<file path="src/rtl/status_snapshot_ctrl_pkg.sv">
// Shared constants, FSM encoding and address rules for the status snapshot controller.
package status_snapshot_ctrl_pkg;

    localparam int unsigned NRegs  = 34;
    localparam int unsigned AddrW  = 6;
    localparam logic [7:0]  HdrTag = 8'h5A;

    typedef enum logic [1:0] {
        StIdle,
        StCapture,
        StHeader,
        StStream
    } state_e;

    // Addresses past the {dropped, seq} word are reported as bus errors.
    function automatic logic ipb_addr_err(input logic [AddrW-1:0] addr);
        return 32'(addr) > NRegs;
    endfunction

endpackage

</file>
<file path="src/rtl/status_snapshot_ctrl_if.sv">
// Stream output and IPbus read port of the snapshot controller.
interface status_snapshot_ctrl_if;
    import status_snapshot_ctrl_pkg::*;

    logic [31:0]      out_data;
    logic             out_valid;
    logic             out_last;
    logic             out_ready;
    logic [AddrW-1:0] ipb_addr;
    logic             ipb_strobe;
    logic [31:0]      ipb_rdata;
    logic             ipb_ack;
    logic             ipb_err;

    modport master (
        output out_data, out_valid, out_last, ipb_rdata, ipb_ack, ipb_err,
        input  out_ready, ipb_addr, ipb_strobe
    );

    modport slave (
        input  out_data, out_valid, out_last, ipb_rdata, ipb_ack, ipb_err,
        output out_ready, ipb_addr, ipb_strobe
    );

endinterface

</file>
<file path="src/rtl/status_snapshot_ctrl_snap_timer.sv">
// Periodic snapshot trigger: single-cycle fire every period_i cycles, idle when period_i is 0.
module status_snapshot_ctrl_snap_timer (
    input  logic        clk_i,
    input  logic        reset_ni,
    input  logic [31:0] period_i,
    output logic        fire_o
);

    logic [31:0] count_q, count_d;

    // A period shrinking below the count fires on the very next cycle via the >= compare.
    always_comb begin
        fire_o = (period_i != 32'd0) && (count_q >= period_i - 32'd1);
        if (period_i == 32'd0 || fire_o) begin
            count_d = '0;
        end else begin
            count_d = count_q + 32'd1;
        end
    end

    always_ff @(posedge clk_i) begin
        if (!reset_ni) begin
            count_q <= '0;
        end else begin
            count_q <= count_d;
        end
    end

endmodule

</file>
<file path="src/rtl/status_snapshot_ctrl.sv">
// Coherent snapshot of the status bank into a shadow bank, served over IPbus and streamed.
module status_snapshot_ctrl
    import status_snapshot_ctrl_pkg::*;
(
    input  logic                  clk_i,
    input  logic                  reset_ni,
    input  logic [NRegs*32-1:0]   status_flat_i,
    input  logic                  snap_req_i,
    input  logic [31:0]           snap_period_i,
    input  logic                  stream_en_i,
    status_snapshot_ctrl_if.master bus,
    output logic [15:0]           snap_seq_o,
    output logic [15:0]           snap_dropped_o,
    output logic                  snap_busy_o
);

    localparam logic [5:0] LastIdx = 6'(NRegs - 1);

    state_e      state_q, state_d;
    logic [5:0]  idx_q, idx_d;
    logic        pending_q, pending_d;
    logic [15:0] seq_q, seq_d;
    logic [15:0] dropped_q, dropped_d;
    logic        busy_q;
    logic [31:0] shadow_q [NRegs];
    logic [31:0] ipb_rdata_q, ipb_rdata_d;
    logic        ipb_ack_q, ipb_err_q;
    logic        timer_fire, ext_trig, trigger;
    logic        accept;

    status_snapshot_ctrl_snap_timer u_timer (
        .clk_i    (clk_i),
        .reset_ni (reset_ni),
        .period_i (snap_period_i),
        .fire_o   (timer_fire)
    );

    assign ext_trig = snap_req_i | timer_fire;
    assign trigger  = ext_trig | pending_q;
    assign accept   = bus.out_valid & bus.out_ready;

    always_comb begin
        state_d = state_q;
        idx_d   = idx_q;
        unique case (state_q)
            StIdle:    if (trigger) state_d = StCapture;
            StCapture: state_d = stream_en_i ? StHeader : StIdle;
            StHeader: begin
                if (accept) begin
                    state_d = StStream;
                    idx_d   = '0;
                end
            end
            StStream: begin
                if (accept) begin
                    if (idx_q == LastIdx) state_d = StIdle;
                    else                  idx_d   = idx_q + 6'd1;
                end
            end
            default: state_d = StIdle;
        endcase
    end

    always_comb begin
        bus.out_valid = 1'b0;
        bus.out_last  = 1'b0;
        bus.out_data  = '0;
        unique case (state_q)
            StHeader: begin
                bus.out_valid = 1'b1;
                bus.out_data  = {HdrTag, 8'(NRegs), seq_q};
            end
            StStream: begin
                bus.out_valid = 1'b1;
                bus.out_last  = (idx_q == LastIdx);
                bus.out_data  = shadow_q[idx_q];
            end
            default: ;
        endcase
    end

    // A trigger landing in CAPTURE becomes the next pending snapshot rather than a drop.
    always_comb begin
        pending_d = pending_q;
        seq_d     = seq_q;
        dropped_d = dropped_q;
        if (state_q == StCapture) begin
            seq_d     = seq_q + 16'd1;
            pending_d = ext_trig;
        end else if (state_q != StIdle && ext_trig) begin
            if (!pending_q)                  pending_d = 1'b1;
            else if (dropped_q != 16'hFFFF)  dropped_d = dropped_q + 16'd1;
        end
    end

    always_comb begin
        ipb_rdata_d = '0;
        if (32'(bus.ipb_addr) < NRegs)       ipb_rdata_d = shadow_q[bus.ipb_addr];
        else if (32'(bus.ipb_addr) == NRegs) ipb_rdata_d = {dropped_q, seq_q};
    end

    always_ff @(posedge clk_i) begin
        if (!reset_ni) begin
            state_q     <= StIdle;
            idx_q       <= '0;
            pending_q   <= 1'b0;
            seq_q       <= '0;
            dropped_q   <= '0;
            busy_q      <= 1'b0;
            ipb_rdata_q <= '0;
            ipb_ack_q   <= 1'b0;
            ipb_err_q   <= 1'b0;
            for (int k = 0; k < NRegs; k++) shadow_q[k] <= '0;
        end else begin
            state_q     <= state_d;
            idx_q       <= idx_d;
            pending_q   <= pending_d;
            seq_q       <= seq_d;
            dropped_q   <= dropped_d;
            busy_q      <= (state_d != StIdle);
            ipb_ack_q   <= bus.ipb_strobe;
            ipb_rdata_q <= bus.ipb_strobe ? ipb_rdata_d : 32'd0;
            ipb_err_q   <= bus.ipb_strobe & ipb_addr_err(bus.ipb_addr);
            if (state_q == StCapture) begin
                for (int k = 0; k < NRegs; k++) shadow_q[k] <= status_flat_i[32*k +: 32];
            end
        end
    end

    assign bus.ipb_rdata   = ipb_rdata_q;
    assign bus.ipb_ack     = ipb_ack_q;
    assign bus.ipb_err     = ipb_err_q;
    assign snap_seq_o      = seq_q;
    assign snap_dropped_o  = dropped_q;
    assign snap_busy_o     = busy_q;

endmodule

</file>
<file path="src/flat_wrapper.sv">
// flat-port wrapper written by rule: the top's interface ports become plain ports
module status_snapshot_ctrl_flat import status_snapshot_ctrl_pkg::*;
  (clk_i, reset_ni, status_flat_i, snap_req_i, snap_period_i, stream_en_i, snap_seq_o, snap_dropped_o, snap_busy_o, bus_out_data, bus_out_valid, bus_out_last, bus_ipb_rdata, bus_ipb_ack, bus_ipb_err, bus_out_ready, bus_ipb_addr, bus_ipb_strobe);
  status_snapshot_ctrl_if bus_i ();
  input  logic clk_i;
  input  logic reset_ni;
  input  logic [NRegs*32-1:0] status_flat_i;
  input  logic snap_req_i;
  input  logic [31:0] snap_period_i;
  input  logic stream_en_i;
  output logic [15:0] snap_seq_o;
  output logic [15:0] snap_dropped_o;
  output logic snap_busy_o;
  output wire logic [$bits(bus_i.out_data)-1:0] bus_out_data;
  output wire logic [$bits(bus_i.out_valid)-1:0] bus_out_valid;
  output wire logic [$bits(bus_i.out_last)-1:0] bus_out_last;
  output wire logic [$bits(bus_i.ipb_rdata)-1:0] bus_ipb_rdata;
  output wire logic [$bits(bus_i.ipb_ack)-1:0] bus_ipb_ack;
  output wire logic [$bits(bus_i.ipb_err)-1:0] bus_ipb_err;
  input wire logic [$bits(bus_i.out_ready)-1:0] bus_out_ready;
  input wire logic [$bits(bus_i.ipb_addr)-1:0] bus_ipb_addr;
  input wire logic [$bits(bus_i.ipb_strobe)-1:0] bus_ipb_strobe;
  assign bus_out_data = bus_i.out_data;
  assign bus_out_valid = bus_i.out_valid;
  assign bus_out_last = bus_i.out_last;
  assign bus_ipb_rdata = bus_i.ipb_rdata;
  assign bus_ipb_ack = bus_i.ipb_ack;
  assign bus_ipb_err = bus_i.ipb_err;
  assign bus_i.out_ready = bus_out_ready;
  assign bus_i.ipb_addr = bus_ipb_addr;
  assign bus_i.ipb_strobe = bus_ipb_strobe;
  status_snapshot_ctrl u_core (.clk_i(clk_i), .reset_ni(reset_ni), .status_flat_i(status_flat_i), .snap_req_i(snap_req_i), .snap_period_i(snap_period_i), .stream_en_i(stream_en_i), .bus(bus_i), .snap_seq_o(snap_seq_o), .snap_dropped_o(snap_dropped_o), .snap_busy_o(snap_busy_o));
endmodule
</file>
<file path="config.mk">
export PLATFORM = sky130hd
export DESIGN_NAME = status_snapshot_ctrl_flat
export DESIGN_NICKNAME = d
export VERILOG_FILES = /design/src/rtl/status_snapshot_ctrl_pkg.sv /design/src/rtl/status_snapshot_ctrl_if.sv /design/src/rtl/status_snapshot_ctrl_snap_timer.sv /design/src/rtl/status_snapshot_ctrl.sv /design/src/flat_wrapper.sv
export SDC_FILE = /design/constraint.sdc
export NUM_CORES = 2
export LEC_CHECK = 0
export CAP_MARGIN = 20
export CORE_AREA = 2 2 483 485
export CTS_CLUSTER_SIZE = 8
export DETAILED_ROUTE_END_ITERATION = 7
export DIE_AREA = 0 0 485 487
export PLACE_DENSITY = 0.48
export SLEW_MARGIN = 20
export SYNTH_ARGS = -nofsm -noshare
export SYNTH_HDL_FRONTEND = slang
export SYNTH_SLANG_ARGS = --single-unit
</file>
<file path="constraint.sdc">
create_clock -name clk_i -period 33.5 [get_ports clk_i]
set_input_delay 3.35 -clock clk_i [delete_from_list [all_inputs] [get_ports clk_i]]
set_output_delay 3.35 -clock clk_i [all_outputs]
set_load 0.01 [all_outputs]
</file>
==> results.ini <==
[run_status]
status = finished clean

[logic_synthesis]
synth_top_area_share = 0.5144
syn_area_per_cell_um2 = 15.19
synthesis.nets = 5352
netlist_instances = 4182
ys_types = 53
ys_async_sr_fraction = 0
yosysTopAreaCell = edfxtp_1
synth_edf_count = 1088
synth_ff_type = edfxtp_1
yosysWarningCount = 0
synthTopCellsByArea = edfxtp_1, mux4_2, and3_1
ys_seq_area_frac = 0.5504
ys_ff_latch = 1202
syn_area_um2 = 63510

[sta]
grt_setup_unrepaired = false
min_period_ns = 9.443
skew_ns = 0.03806
tns_ns = 0
period_share = 0.2819
slew_headroom = 0.1440
maxSlewViolCount = 0
whs_ns = 0.5111
fmax_mhz = 105.9
setup_viol = 0
worst_pin_slew_ns = 1.284
finalHoldViolCount = 0

[grt]
grt_max_degree = 284
grt_usage = 0.2506
grt_antenna_before_repair = 134
grt_first_pass_wirelength_um = 404700
grt_pass1_vias = 46120
grt.overflow.total = 0

[placed_design]
dp.cells = 8072
placed_area_um2 = 78460
place_congestion = 0.8925
place.detailed.hpwl_um = 226200
io_buffers = 1232

[die]
row_count = 177
die-area_um2 = 236200
core_um2 = 231400
die_width_um = 485
boundaryPins = 1233
initial_core_util = 0.2744
dieHeight_um = 487

[min_path]
holdCritPathClass = reg -> reg

[layout]
syn2layout_area_growth_pct = 31.60
design_area_um2 = 83580
layout.cells.non_filler = 8393
nNetsFinal = 6374
drive_above_1_share = 0.1823
mostFrequentLayoutCell = clkdlybuf4s50_1
layout_common_cells = clkdlybuf4s50_1, and3_1, edfxtp_1, mux4_2, clkbuf_16

[setup_path]
crit_path_end_kind = primary output
critPathMaxFanout = 110
arrival_ns = 6.09
critPathKind = reg -> out
crit_required_ns = 30.15
start_kind = register

[power_and_ir_drop]
power_density_nw_per_um2 = 50.98
p_leak_nw = 31.98
peakVddDrop_mv = 0.04336

[clocking]
postCtsSetupRepairBufs = 0
cts_resized = 0
clockRootBuffer = clkbuf_16
clk_pin_slew_ns = 0.05
cts_tree = done
cts_buffer_depth = 3
postCtsHoldBufs = 0
htree_levels = 4
insertion_delay_ns = 0.83
clkSinkCount = 1202
cts_buffers = 173

[drt]
avgViaCountPerCell = 5.392
wire_per_inst_um = 36.10
drt-initial-drc-count = 4285
drt_first_pass_iters = 7
drt_wl_total_um = 303000
drc = 0
vias = 45260
ant_nets = 0

[flow_run]
drv_cap = 0

## synth_stat cells, types with 3 or more instances
cell / count
buf_1: 26
and4_1: 7
xnor2_1: 36
dfxtp_1: 114
o31ai_1: 12
nor2_1: 81
o21ai_1: 21
a21oi_1: 34
or4_1: 12
and2_1: 9
mux4_2: 640
a22o_1: 32
nor4_1: 11
nor2b_1: 32
mux2i_1: 66
xor2_1: 40
and3_1: 1095
inv_1: 14
nand3_1: 30
buf_6: 15
mux2_2: 38
edfxtp_1: 1088
buf_2: 52
nand3b_1: 18
nor3_1: 13
nand2_1: 114
ha_1: 38
or3_1: 5
buf_4: 6
nand4_1: 17
a211oi_1: 43
clkbuf_1: 350
nand2b_1: 3
o21ai_0: 47
## cell families (layout without fill, tap and decap cells)
group | count (synthesis) | after routing | share of synthesized area
buffers and inverters | 463 | 1569 | 0.03052
AO/OA/AOI/OAI | 202 | 202 | 0.02065
multiplexers | 744 | 744 | 0.2441
AND/OR/NAND/NOR | 1457 | 1457 | 0.1364
other | 0 | 62 | 0
flip-flops | 1202 | 1202 | 0.5504
adder cells (fa/ha/maj) | 38 | 38 | 0.007486
XOR/XNOR | 76 | 76 | 0.01048
## critical path: stages, from the launching register on
cell	delay, ns
dfxtp_4	1.01
buf_12	0.48
buf_4	0.69
mux4_2	0.42
mux4_2	0.63
mux2i_1	0.79
a21oi_1	0.19
clkdlybuf4s50_1	0.62
## where the power goes
part / switching [mW] / leakage [nW] / internal, mW
Clock: 0.707 / 2.39 / 0.962
Combinational: 0.347 / 17.1 / 0.327
Sequential: 0.0946 / 12.5 / 1.82
## final timing paths
check	start	to	slack (ns)	cells after the start
max	register	bus_out_data[21]	24.06	7
min	u_core.u_timer.count_q[31]$_SDFF_PP0_	u_core.u_timer.count_q[31]$_SDFF_PP0_	0.51	2
max reg2reg	u_core.state_q[0]$_SDFF_PN0_	u_core.shadow_q[30][23]$_SDFFCE_PN0P_	27.11	7
min reg2reg	u_core.u_timer.count_q[31]$_SDFF_PP0_	u_core.u_timer.count_q[31]$_SDFF_PP0_	0.51	2
## metrics by stage
stage	power [mW]	worst slack, ns	util
after floorplan	2.406	3.715	-
after global placement	2.622	24.65	0.3389
after detailed placement	2.627	24.83	0.3390
after CTS	4.312	23.95	0.3605
after global routing	4.408	24.00	0.3608
final	4.261	24.06	0.3612
## layout make-up
type / instances / area, um2
sequential: 1202 / 34980
multi-input combinational: 2517 / 26640
fill: 22140 / 147800
clock buffer: 237 / 4621
tap: 3043 / 3807
antenna: 62 / 155.1
timing repair buffer: 1296 / 12980
clock inverter: 22 / 342.8
inverter: 14 / 52.55
## registers in the layout, summed over array words and instances (netlist names), named ones only
register,cells
u_core.u_timer.count_q,32
u_core.bus.ipb_ack,1
u_core.bus.ipb_err,1
u_core.pending_q,1
u_core.shadow_q,1088
u_core.snap_busy_o,1
u_core.bus.ipb_rdata,32
u_core.snap_seq_o,16
u_core.snap_dropped_o,16
u_core.idx_q,6
u_core.state_q,2
## layer usage
metal	wire length (um)	GRT usage
met5	408	0
met4	10140	0.09293
met3	20940	0.05979
met2	147800	0.4099
met1	123700	0.3220
(Power assumes the default switching activity.)
